File: src/rtl/load_store_unit_pkg.sv
// ============================================================================
// Package   : lsu_defs
// Purpose   : Access-size encodings, FSM state encoding and alignment helper
//             shared by the load/store unit.
// Revision  : 1.0 - initial release
// ============================================================================
`default_nettype none

package lsu_defs;

  localparam logic [1:0] SZ_BYTE = 2'd0;
  localparam logic [1:0] SZ_HALF = 2'd1;
  localparam logic [1:0] SZ_WORD = 2'd2;

  typedef enum logic [1:0] {
    S_IDLE = 2'd0,
    S_RD   = 2'd1,
    S_WR   = 2'd2,
    S_RESP = 2'd3
  } state_t;

  // Reserved size 3 is checked like a word.
  function automatic logic is_misaligned(input logic [1:0] size, input logic [1:0] lo);
    case (size)
      SZ_BYTE: is_misaligned = 1'b0;
      SZ_HALF: is_misaligned = lo[0];
      default: is_misaligned = |lo;
    endcase
  endfunction

endpackage

`default_nettype wire

File: src/rtl/load_store_unit_align.sv
// ============================================================================
// Module    : lsu_align
// Purpose   : Little-endian lane extract/extend for loads and lane merge for
//             read-modify-write stores. Purely combinational.
// Revision  : 1.0 - initial release
// ============================================================================
`default_nettype none

module lsu_align
  import lsu_defs::*;
(
  input  logic [1:0]  i_size,
  input  logic [1:0]  i_lane,
  input  logic        i_unsigned,
  input  logic [31:0] i_word,
  input  logic [31:0] i_wdata,
  output logic [31:0] o_load_data,
  output logic [31:0] o_merged
);

  logic [7:0]  w_byte;
  logic [15:0] w_half;
  logic        w_sign;

  always_comb begin
    w_byte      = i_word[{i_lane, 3'b000} +: 8];
    w_half      = i_lane[1] ? i_word[31:16] : i_word[15:0];
    w_sign      = 1'b0;
    o_load_data = i_word;
    o_merged    = i_word;
    case (i_size)
      SZ_BYTE: begin
        w_sign                          = ~i_unsigned & w_byte[7];
        o_load_data                     = {{24{w_sign}}, w_byte};
        o_merged[{i_lane, 3'b000} +: 8] = i_wdata[7:0];
      end
      SZ_HALF: begin
        // addr[0] is ignored here, which is what forces halves to natural alignment
        w_sign                             = ~i_unsigned & w_half[15];
        o_load_data                        = {{16{w_sign}}, w_half};
        o_merged[{i_lane[1], 4'b0000} +: 16] = i_wdata[15:0];
      end
      default: begin
        o_load_data = i_word;
        o_merged    = i_wdata;
      end
    endcase
  end

endmodule

`default_nettype wire

File: src/rtl/load_store_unit.sv
// ============================================================================
// Module    : load_store_unit
// Purpose   : Data-memory initiator: byte/half/word loads and stores, with
//             read-modify-write for sub-word stores. Optional macro
//             LSU_MISALIGN_TRAP_EN turns misaligned accesses into errors.
// Revision  : 1.0 - initial release
// ============================================================================
`default_nettype none

module load_store_unit
  import lsu_defs::*;
#(
  parameter int ADDR_W = 32,
  parameter int DATA_W = 32
) (
  input  logic              clk,
  input  logic              reset,
  input  logic              req_valid,
  output logic              req_ready,
  input  logic              req_write,
  input  logic [1:0]        req_size,
  input  logic              req_unsigned,
  input  logic [ADDR_W-1:0] req_addr,
  input  logic [DATA_W-1:0] req_wdata,
  output logic              resp_valid,
  input  logic              resp_ready,
  output logic [DATA_W-1:0] resp_rdata,
  output logic              resp_err,
  output logic [ADDR_W-1:0] mem_addr,
  output logic              mem_read,
  output logic              mem_write,
  output logic [DATA_W-1:0] mem_wdata,
  input  logic [DATA_W-1:0] mem_rdata
);

  state_t            r_state;
  logic [1:0]        r_addr_lo;
  logic [1:0]        r_size;
  logic              r_unsigned;
  logic              r_write;
  logic [DATA_W-1:0] r_wdata;
  logic [ADDR_W-1:0] r_mem_addr;
  logic [DATA_W-1:0] r_mem_wdata;
  logic              r_mem_read;
  logic              r_mem_write;
  logic [DATA_W-1:0] r_resp_rdata;
  logic              r_resp_err;

  logic              w_misalign;
  logic [DATA_W-1:0] w_load_data;
  logic [DATA_W-1:0] w_merged;

`ifdef LSU_MISALIGN_TRAP_EN
  assign w_misalign = is_misaligned(req_size, req_addr[1:0]);
`else
  assign w_misalign = 1'b0;
`endif

  lsu_align u_align (
    .i_size      (r_size),
    .i_lane      (r_addr_lo),
    .i_unsigned  (r_unsigned),
    .i_word      (mem_rdata),
    .i_wdata     (r_wdata),
    .o_load_data (w_load_data),
    .o_merged    (w_merged)
  );

  always_ff @(posedge clk) begin
    if (reset) begin
      r_state      <= S_IDLE;
      r_addr_lo    <= 2'b00;
      r_size       <= SZ_BYTE;
      r_unsigned   <= 1'b0;
      r_write      <= 1'b0;
      r_wdata      <= '0;
      r_mem_addr   <= '0;
      r_mem_wdata  <= '0;
      r_mem_read   <= 1'b0;
      r_mem_write  <= 1'b0;
      r_resp_rdata <= '0;
      r_resp_err   <= 1'b0;
    end else begin
      case (r_state)
        S_IDLE: begin
          if (req_valid) begin
            r_addr_lo    <= req_addr[1:0];
            r_size       <= req_size;
            r_unsigned   <= req_unsigned;
            r_write      <= req_write;
            r_wdata      <= req_wdata;
            r_mem_addr   <= {req_addr[ADDR_W-1:2], 2'b00};
            r_resp_rdata <= '0;
            r_resp_err   <= 1'b0;
            if (w_misalign) begin
              r_resp_err <= 1'b1;
              r_state    <= S_RESP;
            end else if (req_write && req_size[1]) begin
              // Whole-word store needs no read of the old word
              r_mem_wdata <= req_wdata;
              r_mem_write <= 1'b1;
              r_state     <= S_WR;
            end else begin
              r_mem_read <= 1'b1;
              r_state    <= S_RD;
            end
          end
        end
        S_RD: begin
          r_mem_read <= 1'b0;
          if (r_write) begin
            r_mem_wdata <= w_merged;
            r_mem_write <= 1'b1;
            r_state     <= S_WR;
          end else begin
            r_resp_rdata <= w_load_data;
            r_state      <= S_RESP;
          end
        end
        S_WR: begin
          r_mem_write <= 1'b0;
          r_state     <= S_RESP;
        end
        S_RESP: begin
          if (resp_ready) r_state <= S_IDLE;
        end
        default: r_state <= S_IDLE;
      endcase
    end
  end

  assign req_ready  = (r_state == S_IDLE);
  assign resp_valid = (r_state == S_RESP);
  assign resp_rdata = r_resp_rdata;
  assign resp_err   = r_resp_err;
  assign mem_addr   = r_mem_addr;
  assign mem_wdata  = r_mem_wdata;
  // Strobes drop the instant reset rises, even mid-transaction
  assign mem_read   = r_mem_read  & ~reset;
  assign mem_write  = r_mem_write & ~reset;

endmodule

`default_nettype wire
File: config.mk
export PLATFORM = sky130hd
export DESIGN_NAME = load_store_unit
export DESIGN_NICKNAME = d
export VERILOG_FILES = /design/src/rtl/load_store_unit_pkg.sv /design/src/rtl/load_store_unit_align.sv /design/src/rtl/load_store_unit.sv
export SDC_FILE = /design/constraint.sdc
export NUM_CORES = 1
export LEC_CHECK = 0
export BUFFER_PORTS_ARGS = -buffer_cell sky130_fd_sc_hd__clkbuf_2
export CAP_MARGIN = 25
export CORE_UTILIZATION = 35
export CTS_BUF_LIST = sky130_fd_sc_hd__clkbuf_4 sky130_fd_sc_hd__clkbuf_8
export DETAILED_ROUTE_END_ITERATION = 12
export SYNTH_ARGS = -nofsm -noshare
export SYNTH_HDL_FRONTEND = slang
export SYNTH_HIERARCHICAL = 1
export SYNTH_SLANG_ARGS = --single-unit
File: constraint.sdc
create_clock -name clk -period 4.3 [get_ports clk]
set_input_delay 0.215 -clock clk [delete_from_list [all_inputs] [get_ports clk]]
set_output_delay 0.215 -clock clk [all_outputs]
set_load 0.01 [all_outputs]
After elaboration in Yosys (flattened, before gate mapping)
Cells that the tools add are included.
{ "totals": {"ff_bits": 136, "input_bits": 104, "output_inout_bits": 101, "wordCells": 69} }
{ "op_classes": {"addsub": 2, "n_eq_ne": 10, "shifts": 5, "n_mux": 24, "bitwise_logic": 6, "reduce_logical": 11} }
{ "op_table": {"columns": ["operator", "count"], "rows": [
  ["32-bit case mux with 2 select lines", 4],
  ["32-bit two-way mux", 5],
  ["32-bit bitwise mux", 2],
  ["16-bit by 7-bit variable shift with 32-bit output, first input constant", 1],
  ["8-bit by 7-bit variable shift with 32-bit output, first input constant", 1],
  ["16-bit by 7-bit indexed part select with 32-bit output", 1],
  ["32-bit by 6-bit indexed part select with 8-bit output", 1],
  ["8-bit by 7-bit indexed part select with 32-bit output", 1],
  ["16-bit two-way mux", 1],
  ["5-bit negator with 7-bit output", 2],
  ["2-bit != test, second input constant", 4],
  ["2-bit case mux with 4 select lines", 1],
  ["4-bit AND reduction", 2],
  ["1-bit two-way mux", 6],
  ["2-bit two-way mux", 3],
  ["3-bit AND reduction", 2],
  ["1-bit AND", 4],
  ["2-bit by 1-bit == test with 1-bit output, second input constant", 2],
  ["2-bit == test, second input constant", 2],
  ["2-bit zero test", 2],
  ["2-bit by 1-bit != test with 1-bit output, second input constant", 2],
  ["2-bit AND reduction", 2],
  ["1-bit case mux with 3 select lines", 1],
  ["3-bit nonzero test", 1],
  ["other kinds (4)", 5]
]} }

Depth between registers and ports, before layout
Gate-level depths: netlist of run 1.
{ "logic_depth": {"word_depth": 6, "mapped_depth": 11, "ltp_nobuf": 7} }

By module
The synthesis of run 1 kept the hierarchy.
{ "by_module_without_submodules": {"columns": ["module", "instances", "cells_per_inst", "area_each_um2", "seq_area_each_um2"], "rows": [
  ["load_store_unit", 1, 624, 5378.9, 2722.6],
  ["lsu_align", 1, 280, 1878.1, 0.0]
]} }

Least setup slack after synthesis of run 1
OpenSTA, ideal clock, no wires.
{ "synth_timing": {"kind": "register to register", "startpoint": "register r_addr_lo[1]", "endpoint": "register r_mem_wdata[30], in the netlist mem_wdata[30]", "setup_time_ns": 0.146, "arrival_time_ns": 2.228, "required_time_ns": 4.154, "setup_slack_ns": 1.926, "stages_incl_launch_ff": 11, "n_path_buf": 4, "synth_period_minus_slack_ns": 2.374, "path_cell_list": "dfxtp_1 buf_6 buf_6 buf_2 inv_1 ha_1 and4b_1 clkbuf_1 a221o_1 mux2i_1 a211oi_2"} }
{ "synth_between": {"elab_chain_len": 6, "elab_cells_between_ends": 11, "classes_between": "add/sub: 2; shift: 4; mux: 5"} }
{ "synth_lines": {"columns": ["item", "line", "rtl"], "rows": [
  ["start: declaration", "load_store_unit.sv:37", "logic [1:0] r_addr_lo;"],
  ["start signal: assignment", "load_store_unit.sv:87", "r_addr_lo <= req_addr[1:0];"],
  ["5-bit negator with 7-bit output, on equally long branches", "load_store_unit_align.sv:41, load_store_unit_align.sv:35", null],
  ["16-bit by 7-bit indexed part select with 32-bit output (tied with other cells)", "load_store_unit_align.sv:41", "o_merged[{i_lane[1], 4'b0000} +: 16] = i_wdata[15:0];"],
  ["32-bit bitwise mux, on equally long branches", "load_store_unit_align.sv:41, load_store_unit_align.sv:35", null],
  ["32-bit case mux with 2 select lines *", "load_store_unit_align.sv:31", "case (i_size)"],
  ["named net w_merged[30]", "load_store_unit.sv:51", "logic [DATA_W-1:0] w_merged;"],
  ["32-bit two-way mux *", "load_store_unit.sv:111", "if (r_write) begin"],
  ["32-bit case mux with 2 select lines *", "load_store_unit.sv:84", "case (r_state)"],
  ["end signal: assignment", "load_store_unit.sv:100", "r_mem_wdata <= req_wdata;"],
  ["end signal: assignment", "load_store_unit.sv:112", "r_mem_wdata <= w_merged;"],
  ["end: declaration", "load_store_unit.sv:43", "logic [DATA_W-1:0] r_mem_wdata;"]
]} }
The timed path passes the listed nets; every way through them passes the cells marked *. The select of a mux whose other input is x is not followed.
A chain may end at the register's enable or synchronous reset.

Worst setup path in the final report of run 1
{ "layout_timing": {"startpoint": "register r_addr_lo[1]", "endpoint": "register r_mem_wdata[14], in the netlist mem_wdata[14]"} }
The elaborated chain is that of the path after synthesis.

==> results of run 1 <==
## power by group through the flow
stage / Sequential, uW / Clock (uW) / Combinational (uW)
after global placement: 1790 / 0 / 2570
after global routing: 1810 / 1080 / 2900
after floorplan: 1800 / 0 / 1910
final: 1770 / 1000 / 2640
after CTS: 1770 / 1020 / 2640
after detailed placement: 1790 / 0 / 2590
## layer usage
layer	vias up	track usage [%]	routed length (um)
met5	-	0	0
met4	0	10.6	938
met3	56	6.52	1810
met2	294	36.5	11200
met1	3396	29.0	10700
li1	3586	-	-
## cell type report
class	count	area, sq um	share of cell area (%)
clock inverter	13	110	1.19
tap	270	338	3.64
inverter	15	56.3	0.606
sequential	136	2720	29.3
multi-input combinational	675	4100	44.1
clock buffer	19	255	2.75
timing repair buffer	273	1710	18.4
## through the flow
stage                     total power (uW)  utilization [%]  setup slack (ns)  area (sq um)
after floorplan                       3710                -              1.93          7260
after global placement                4360             40.9              1.92          8310
after detailed placement              4380             40.9              1.85          8310
after CTS                             5430             45.7              1.83          9270
after global routing                  5790             45.8              1.62          9290
final                                 5410             45.8              1.78          9290
## flip-flops by register name (all words and copies together) (netlist names)
register	cells
mem_wdata	32
r_size	2
r_write	1
mem_addr	30
r_wdata	32
r_mem_write	1
r_state	2
r_addr_lo	2
r_mem_read	1
resp_rdata	32
r_unsigned	1
## logic make-up after synthesis
| kind of cell | synth area share, % |
|---|---|
| compound gates | 23.5 |
| other cells | 0.0517 |
| flops | 37.5 |
| mux | 9.48 |
| simple gates | 21.2 |
| buf+inv | 6.33 |
| fa+ha+maj | 1.90 |
## critical path, delay by kind of cell, from the launching register on
kind	cells	cell delay (ns)
compound gates	2	0.59
fa+ha+maj	1	0.24
buf+inv	2	0.52
flops	1	0.31
mux	1	0.13
simple gates	2	0.63
## cells in the final DEF, fill, tap and decap left out, drive strengths merged, types with 3 or more instances in the layout
cell type / n
nor2b: 15
a211oi: 34
clkinvlp: 5
nor3: 5
ha: 11
a22o: 7
and2: 3
nand3: 42
dlygate4sd3: 59
clkbuf: 219
and3: 7
nor2: 51
inv: 22
mux2i: 65
a21oi: 103
nand2b: 5
a221o: 16
a22oi: 8
o211ai: 8
nand2: 209
dfxtp: 136
conb: 3
a32oi: 7
a2111o: 7
buf: 14
o21ai: 41
## worst max-delay path by stage
stage,start,to,slack [ns],cells after the start
CTS,r_addr_lo[1],mem_wdata[14],1.83,8
global placement,r_addr_lo[1],mem_wdata[2],1.92,8
global route,r_addr_lo[1],mem_wdata[14],1.62,8
floorplan,r_addr_lo[1],mem_wdata[30],1.93,10
detailed placement,r_addr_lo[1],mem_wdata[14],1.85,8
finish,r_addr_lo[1],mem_wdata[14],1.78,8
==> flow_metrics.tcl, run 1 <==
set metrics [dict create \
    status "complete, no violations" \
    worst_r2r_path_depth 8 \
    synth_top_cell_by_area "dfxtp_1" \
    wirelength_um 24600 \
    synth.area.top_cells "dfxtp_1 (38%), nand2_1 (11%), mux2i_1 (9.0%)" \
    synth_cell_types 60 \
    netlist_area_sq_mm 0.00726 \
    synth_enable_flop_cells 0 \
    min_path_cells 3 \
    instances_no_fill 1401 \
    grt_overflow 0 \
    cts_tree "yes" \
    area_delta_synth_final_pct 28.0 \
    period_needed_ns 2.52 \
    grt_antenna_before_repair 0 \
    arrival_ns 2.90 \
    n_antenna_cell 0 \
    vias 7332 \
    htreeDepth 4 \
    synthFlopType "dfxtp_1" \
    whs_ns 0.0179 \
    die_w_um 146 \
    cts_buffers 17 \
    start_util_pct 35.7 \
    vdd_drop_max_uv 424 \
    dr.pass1.iters 5 \
    min_path_type "in2reg" \
    p_seq_share_pct 32.7 \
    grt_pass1_vias 7024 \
    worstMarginPinSlew_ns 0.878 \
    synth_seq_area_share_pct 37.5 \
    yosys.cell_count.top_type "nand2_1" \
    max_stage_delay_ns 0.40 \
    hold_viol 0 \
    coreArea_sq_mm 0.0203 \
    drv_cap 0 \
    drtIter0Drc 494 \
    setup-violations-final 0 \
    async_flop_share_pct 0 \
    drive_above_1_share_pct 25.6 \
    io_pins 205 \
    path_max_fanout 29 \
    rrSetupSlack_ns 1.78 \
    post_cts_buffers 0 \
    clock_tree.root_cell "clkbuf_8" \
    synth_commonest_cells "nand2_1 (209), dfxtp_1 (136), a21oi_1 (103)" \
    insertion_delay_ns 0.47 \
    synthCells 904 \
    cts_num_sinks 136 \
    p_sw_share_pct 45.3 \
    r2r_end "mem_wdata[14]" \
    grt_usage_pct 23.0 \
    finalSetupTns_ns 0 \
    post_drt_wl_per_cell_um 17.6 \
    drt.antenna.violating_nets 0 \
    netlist.area_leader.share_pct 37.5 \
    clock_skew_ns 0.0162 \
    powerDensity_mw_per_mm2 583 \
    hold_buffers 59 \
    ys_ff_latch 136 \
    dp_hpwl_um 17100 \
    crit_slowest_cell "nand4_1" \
    required_ns 4.68 \
    die_area_sq_mm 0.0213 \
    die_h_um 146 \
    p_switching_uw 2450 \
    yosysWarnings 6 \
    grt_setup_unrepaired "no" \
    viasPerCell 5.23 \
    io_buffers 201 \
    cp-end-kind "register" \
    place_inst 1309 \
    clk_pin_slew_worst_paths_ns 0.08 \
    worstHoldStart "req_addr[21]" \
    fin_nets 1233 \
    cts_resized 0 \
    cts_buffer_depth 2 \
    drc 0 \
    syn_area_per_cell_sq_um 8.03 \
    slew-limit-headroom_pct 41.4 \
    grt_max_degree 90 \
    holdPathEnd "mem_addr[21]" \
    critPathLaunchType "register" \
    path_cells "buf_4 -> inv_1 -> ha_1 -> nor3_1 -> nand4_1 -> o211ai_1 -> mux2i_1 -> a211oi_2" \
    clkPwrFrac_pct 18.5 \
    fin_crit_sh_pct 58.6 \
    p_leak_uw 0.00374 \
    routabilityCongestion 0.879 \
    num_rows 52 \
    fillers 2068 \
    finalMaxSlewViolations 0 \
    fmax_mhz 397 \
    intPower_uw 2960 \
    crit_type "reg2reg" \
    grt_pass1_wl_um 38600 \
    timing.rr.start "r_addr_lo[1]" \
    combPwrFrac_pct 48.8 \
]
No activity file was read; power rests on OpenSTA's default activity.
==> run 2, diff against run 1 <==
--- a/config.mk
+++ b/config.mk
@@ -5,6 +5,7 @@
 export SDC_FILE = /design/constraint.sdc
 export NUM_CORES = 1
 export LEC_CHECK = 0
+export ABC_AREA = 1
 export BUFFER_PORTS_ARGS = -buffer_cell sky130_fd_sc_hd__clkbuf_2
 export CAP_MARGIN = 25
 export CORE_UTILIZATION = 35
==> constraint.sdc (replaced) <==
create_clock -name clk -period 2.2 [get_ports clk]
set_input_delay 0.11 -clock clk [delete_from_list [all_inputs] [get_ports clk]]
set_output_delay 0.11 -clock clk [all_outputs]
set_load 0.01 [all_outputs]
==> flow_metrics.tcl, run 2 <==
set metrics [dict create \
    min_path_cells 6 \
    finalMaxSlewViolations 0 \
    ys_ff_latch 136 \
    drtIter0Drc 727 \
    setup-violations-final 0 \
    cp-end-kind "register" \
    dp_hpwl_um 19000 \
    synth_enable_flop_cells 0 \
    fmax_mhz 498 \
    seq_area_sq_mm 0.00272 \
    drv_cap 0 \
    drive_above_1_share_pct 17.5 \
    post_cts_buffers 0 \
    cts_buffer_depth 2 \
    drc 0 \
    vdd_drop_max_uv 740 \
    synth_commonest_cells "nand2_1 (371), nor2_1 (244), inv_1 (185)" \
    fillers 2475 \
    path_max_fanout 16 \
    p_leak_uw 0.00559 \
    layout_commonest_cell "nand2_1" \
    wirelength_um 26900 \
    total_power_uw 13900 \
    grt_max_degree 70 \
    yosysWarnings 6 \
    crit_type "reg2reg" \
    synth_compound_area_share_pct 13.0 \
    synth_top_family_by_area "simple AND/OR/NAND/NOR gates" \
    grt_overflow 0 \
    start_util_pct 35.5 \
    slew-limit-headroom_pct 64.2 \
    drt.antenna.violating_nets 0 \
    crit_slowest_cell "dfxtp_1" \
    min_path_type "in2reg" \
    cts_tree "yes" \
    synthFlopType "dfxtp_1" \
    path_cells "inv_1 -> buf_4 -> ha_1 -> clkinvlp_4 -> nand3_1 -> o22ai_1 -> nand2_1 -> nand2_1 -> nand2_1 -> inv_1 -> nor2_1 -> nand3_1 -> nand2_1 -> nor2_1" \
    synth_seq_area_share_pct 33.9 \
    syn_area_per_cell_sq_um 5.92 \
    fin_nets 1699 \
    post_drt_wl_per_cell_um 14.3 \
    io_buffers 201 \
    clock_skew_ns 0.0149 \
    num_rows 55 \
    synth_cell_types 28 \
    hold_viol 0 \
    multi_input_area_sq_mm 0.00420 \
    netlist_area_sq_mm 0.00802 \
    clk_pin_slew_worst_paths_ns 0.09 \
    arrival_ns 2.39 \
    grt_pass1_wl_um 42500 \
    routabilityCongestion 0.988 \
    worst_path_most_repeated_cell "nand2_1" \
    status "complete, no violations" \
    clkPwrFrac_pct 16.6 \
    dr.pass1.iters 5 \
    path_buf_inv 4 \
    viasPerCell 4.84 \
    worst_r2r_path_depth 14 \
    cts_num_sinks 136 \
    coreArea_sq_mm 0.0226 \
    die_h_um 153 \
    synthCells 1354 \
    finalSetupTns_ns 0 \
    synth.area.top_cells "dfxtp_1 (34%), nand2_1 (17%), nor2_1 (11%)" \
    layout_common_cells "nand2_1 (370), nor2_1 (243), clkbuf_2 (201), inv_1 (184), dfxtp_1 (136)" \
    netlist.area_leader.share_pct 33.9 \
    worstMarginPinSlew_ns 0.532 \
    clock_tree.root_cell "clkbuf_8" \
    io_pins 205 \
    n_antenna_cell 0 \
    critPathLaunchType "register" \
    yosys.cell_count.top_type "nand2_1" \
    yosys.area_share.xor_xnor_pct 0 \
    cp_top_family "simple AND/OR/NAND/NOR gates" \
    die_w_um 153 \
    async_flop_share_pct 0 \
    grt_usage_pct 22.8 \
    synthAdderAreaFrac_pct 1.72 \
    synth_mux_area_share_pct 0 \
    grt_antenna_before_repair 0 \
    die_area_sq_mm 0.0235 \
    vias 9097 \
    insertion_delay_ns 0.45 \
    htreeDepth 4 \
    grt_pass1_vias 7951 \
    required_ns 2.59 \
    p_switching_uw 6580 \
    intPower_uw 7330 \
    fin_crit_sh_pct 91.3 \
    synth_top_cell_by_area "dfxtp_1" \
    p_sw_share_pct 47.3 \
    area_delta_synth_final_pct 29.7 \
    cp.depth 14 \
    p_seq_share_pct 28.0 \
    period_needed_ns 2.01 \
    synth-simple-area-share_pct 37.0 \
    powerDensity_mw_per_mm2 1340 \
    max_stage_delay_ns 0.38 \
    cts_buffers 17 \
    combPwrFrac_pct 55.4 \
]
[run 2: final timing paths]
kind,slack [ns],endpoint,from
worst min register to register,0.48,r_unsigned,r_unsigned
worst max register to register,0.19,mem_wdata[26],r_addr_lo[1]
worst min-delay path,0.09,r_state[0],resp_ready
worst max-delay path,0.19,mem_wdata[26],r_addr_lo[1]
[run 2: cell type report]
class / count / area share, %
clock inverter: 7 / 1.11
sequential: 136 / 26.2
multi-input combinational: 943 / 40.4
inverter: 190 / 6.90
timing repair buffer: 296 / 18.9
tap: 285 / 3.43
clock buffer: 24 / 3.05
[run 2: cell families after synthesis]
family | after synthesis
buffers and inverters | 277
flip-flops | 136
AND/OR/NAND/NOR | 738
adder cells (fa/ha/maj) | 11
other | 1
AO/OA/AOI/OAI | 191
[run 2: layer usage]
metal  part of all wire [%]  global-route usage [%]  routed length, um  vias up
met3                    6.6                    4.28               1770       31
met5                      0                       0                  0        -
met4                    1.5                    6.29                410        0
met1                     46                    31.1              12400     4110
met2                     46                    36.5              12300      326
li1                       -                       -                  -     4630
[run 2: what timing repair did]
item / in CTS / in global routing
endpoints found under the setup margin: 0 / 44
hold buffers: 69 / 0
hold endpoints to repair: 69 / 0
gates resized for setup: 0 / 9
[run 2: stage by stage]
| step | worst slack, ns | std cells | instance area, sq um | util, % | hold WS, ns |
|---|---|---|---|---|---|
| 2_1_floorplan | 0.304 | 1356 | 8030 | - | 0.179 |
| 3_3_place_gp | 0.0972 | 1781 | 9240 | 40.9 | 0.343 |
| 3_5_place_dp | 0.111 | 1781 | 9240 | 40.9 | 0.350 |
| 4_1_cts | 0.0682 | 1881 | 10400 | 45.9 | 0.0784 |
| 5_1_grt | -0.00193 | 1881 | 10400 | 46.1 | 0.117 |
| 6_report | 0.192 | 1881 | 10400 | 46.1 | 0.0945 |
[run 2: worst min-delay path, cell delays in order]
cell      delay [ns]
clkbuf_2        0.07
inv_1           0.03
nand2_1         0.07
nand2_1         0.09
nand2_1         0.06
a21oi_1         0.05
[run 2: power by group through the flow]
stage	registers, uW	clock network, uW	logic (uW)
after detailed placement	3940	0	7550
after CTS	3890	2360	7670
after global placement	3940	0	7510
final	3890	2300	7710
after floorplan	4080	0	5200
after global routing	4000	2470	8820
==> run 3, diff against run 2 <==
--- a/config.mk
+++ b/config.mk
@@ -8,6 +8,7 @@
 export ABC_AREA = 1
 export BUFFER_PORTS_ARGS = -buffer_cell sky130_fd_sc_hd__clkbuf_2
 export CAP_MARGIN = 25
+export CORE_MARGIN = 2
 export CORE_UTILIZATION = 35
 export CTS_BUF_LIST = sky130_fd_sc_hd__clkbuf_4 sky130_fd_sc_hd__clkbuf_8
 export DETAILED_ROUTE_END_ITERATION = 12
==> flow_metrics.tcl, run 3 (synthesized netlist as in run 2, its figures left out) <==
set metrics [dict create \
    status "complete, no violations" \
    io_pins 205 \
    cp-end-kind "register" \
    drc 0 \
    grt_setup_unrepaired "no" \
    p_switching_uw 6680 \
    postLayoutCoreUtil_pct 45.9 \
    fmax_mhz 505 \
    post_cts_buffers 0 \
    arrival_ns 2.33 \
    insertion_delay_ns 0.46 \
    wirelength_um 27500 \
    htreeDepth 4 \
    met2_length_um 12800 \
    grt_antenna_before_repair 0 \
    area_delta_synth_final_pct 29.2 \
    clock_skew_ns 0.0178 \
    cts_buffers 17 \
    fin_nets 1704 \
    fillers 2457 \
    p_leak_uw 0.00557 \
    cts_num_sinks 136 \
    die_h_um 155 \
    required_ns 2.55 \
    grt_pass1_vias 7969 \
    die_area_sq_mm 0.0241 \
    start_util_pct 35.5 \
    finalMaxSlewViolations 0 \
    instances_no_fill 1887 \
    place_inst 1786 \
    clkPwrFrac_pct 14.8 \
    path_max_fanout 16 \
    drive_above_1_share_pct 17.9 \
    wl_met1_um 12500 \
    slew-limit-headroom_pct 62.4 \
    worstMarginPinSlew_ns 0.558 \
    clk_pin_slew_worst_paths_ns 0.09 \
    top_layer "met4" \
    vias 9043 \
    viasPerCell 4.79 \
    die_w_um 155 \
    rrSetupSlack_ns 0.22 \
    fin_crit_sh_pct 90.0 \
    placedInstanceArea_sq_mm 0.00927 \
    n_antenna_cell 0 \
    multi_input_area_sq_mm 0.00418 \
    drv_cap 0 \
    final_area_sq_mm 0.0104 \
    coreArea_sq_mm 0.0226 \
    worst_r2r_path_depth 13 \
    grt_overflow 0 \
    min_path_cells 6 \
    cp-startpoint "r_addr_lo[1]" \
    layout_commonest_cell "nand2_1" \
    setup-violations-final 0 \
    routabilityCongestion 0.960 \
    powerDensity_mw_per_mm2 1320 \
    p_seq_share_pct 28.6 \
    p_sw_share_pct 48.9 \
    crit_type "reg2reg" \
    timing.rr.start "r_addr_lo[1]" \
    grt_usage_pct 22.5 \
    io_buffers 201 \
    finalSetupTns_ns 0 \
    dp_hpwl_um 19700 \
    period_needed_ns 1.98 \
    hold_viol 0 \
    wl_met3_um 1690 \
    crit_path_end "mem_wdata[26]" \
    cts_tree "yes" \
    clock_tree.root_cell "clkbuf_8" \
    total_power_uw 13700 \
    seq_area_sq_mm 0.00272 \
    critPathLaunchType "register" \
    grt_pass1_wl_um 43000 \
    dr.pass1.iters 5 \
    vdd_drop_max_uv 685 \
    drtIter0Drc 709 \
    layout_common_cells "nand2_1 (369), nor2_1 (243), clkbuf_2 (201), inv_1 (184), dfxtp_1 (135)" \
    grt_max_degree 67 \
    cts_buffer_depth 2 \
    intPower_uw 6990 \
    num_rows 55 \
    min_path_type "in2reg" \
    r2r_end "mem_wdata[26]" \
    post_drt_wl_per_cell_um 14.6 \
    drt.antenna.violating_nets 0 \
    combPwrFrac_pct 56.5 \
]
run 3: cell count changes in the layout (fill, tap and decap cells not counted), moves of 3 or more:
cell,delta
buf_4,+5
inv_6,+4
clkbuf_8,-4
clkinvlp_4,+3
run 3: metrics by stage:
stage	setup slack, ns	hold WS, ns
after floorplan	0.304	0.179
after global placement	0.194	0.339
after detailed placement	0.173	0.345
after CTS	0.141	0.0339
after global routing	0.0465	0.0832
final	0.220	0.0600
run 3: repair_timing:
action / CTS / global route
endpoints found under the hold margin: 69 / 0
gates resized for setup: 0 / 7
endpoints found under the setup margin: 0 / 24
hold buffers: 69 / 0
run 3: worst min path at each step:
stage	slack [ns]	to	startpoint
floorplan	0.18	r_state[0]	reset
global placement	0.34	r_state[0]	reset
detailed placement	0.34	r_state[0]	reset
CTS	0.03	r_state[0]	resp_ready
global route	0.08	r_write	req_valid
finish	0.06	r_state[0]	resp_ready
run 3: area by class of cell:
cell class | instances | area share [%]
Multi-Input combinational cell | 943 | 40.4
Inverter | 190 | 6.93
Clock buffer | 18 | 2.39
Clock inverter | 14 | 1.18
Timing Repair Buffer | 301 | 19.4
Tap cell | 285 | 3.44
Sequential cell | 136 | 26.3
run 3: worst max-delay path: stages, from the launching register on:
cell	delay, ns
dfxtp_2	0.35
inv_1	0.14
ha_1	0.24
clkinvlp_4	0.27
nand3_1	0.21
o22ai_1	0.12
nand2_1	0.08
nand2_1	0.05
nand2_1	0.07
inv_1	0.04
nor2_1	0.11
nand3_1	0.08
nand2_1	0.08
nor2_1	0.04
run 3: power by group through the flow:
| stage | clock [uW] | combinational [uW] | sequential (uW) |
|---|---|---|---|
| finish | 2030 | 7720 | 3910 |
| CTS | 2100 | 7730 | 3910 |
| global placement | 0 | 7590 | 3960 |
| detailed placement | 0 | 7590 | 3960 |
| floorplan | 0 | 5200 | 4080 |
| global route | 2200 | 8800 | 4010 |
run 3: metal layers:
metal	GRT usage, %	vias to the layer above
met5	0	-
met4	5.94	0
met3	4.40	31
met2	36.7	301
met1	30.4	4068
li1	-	4643
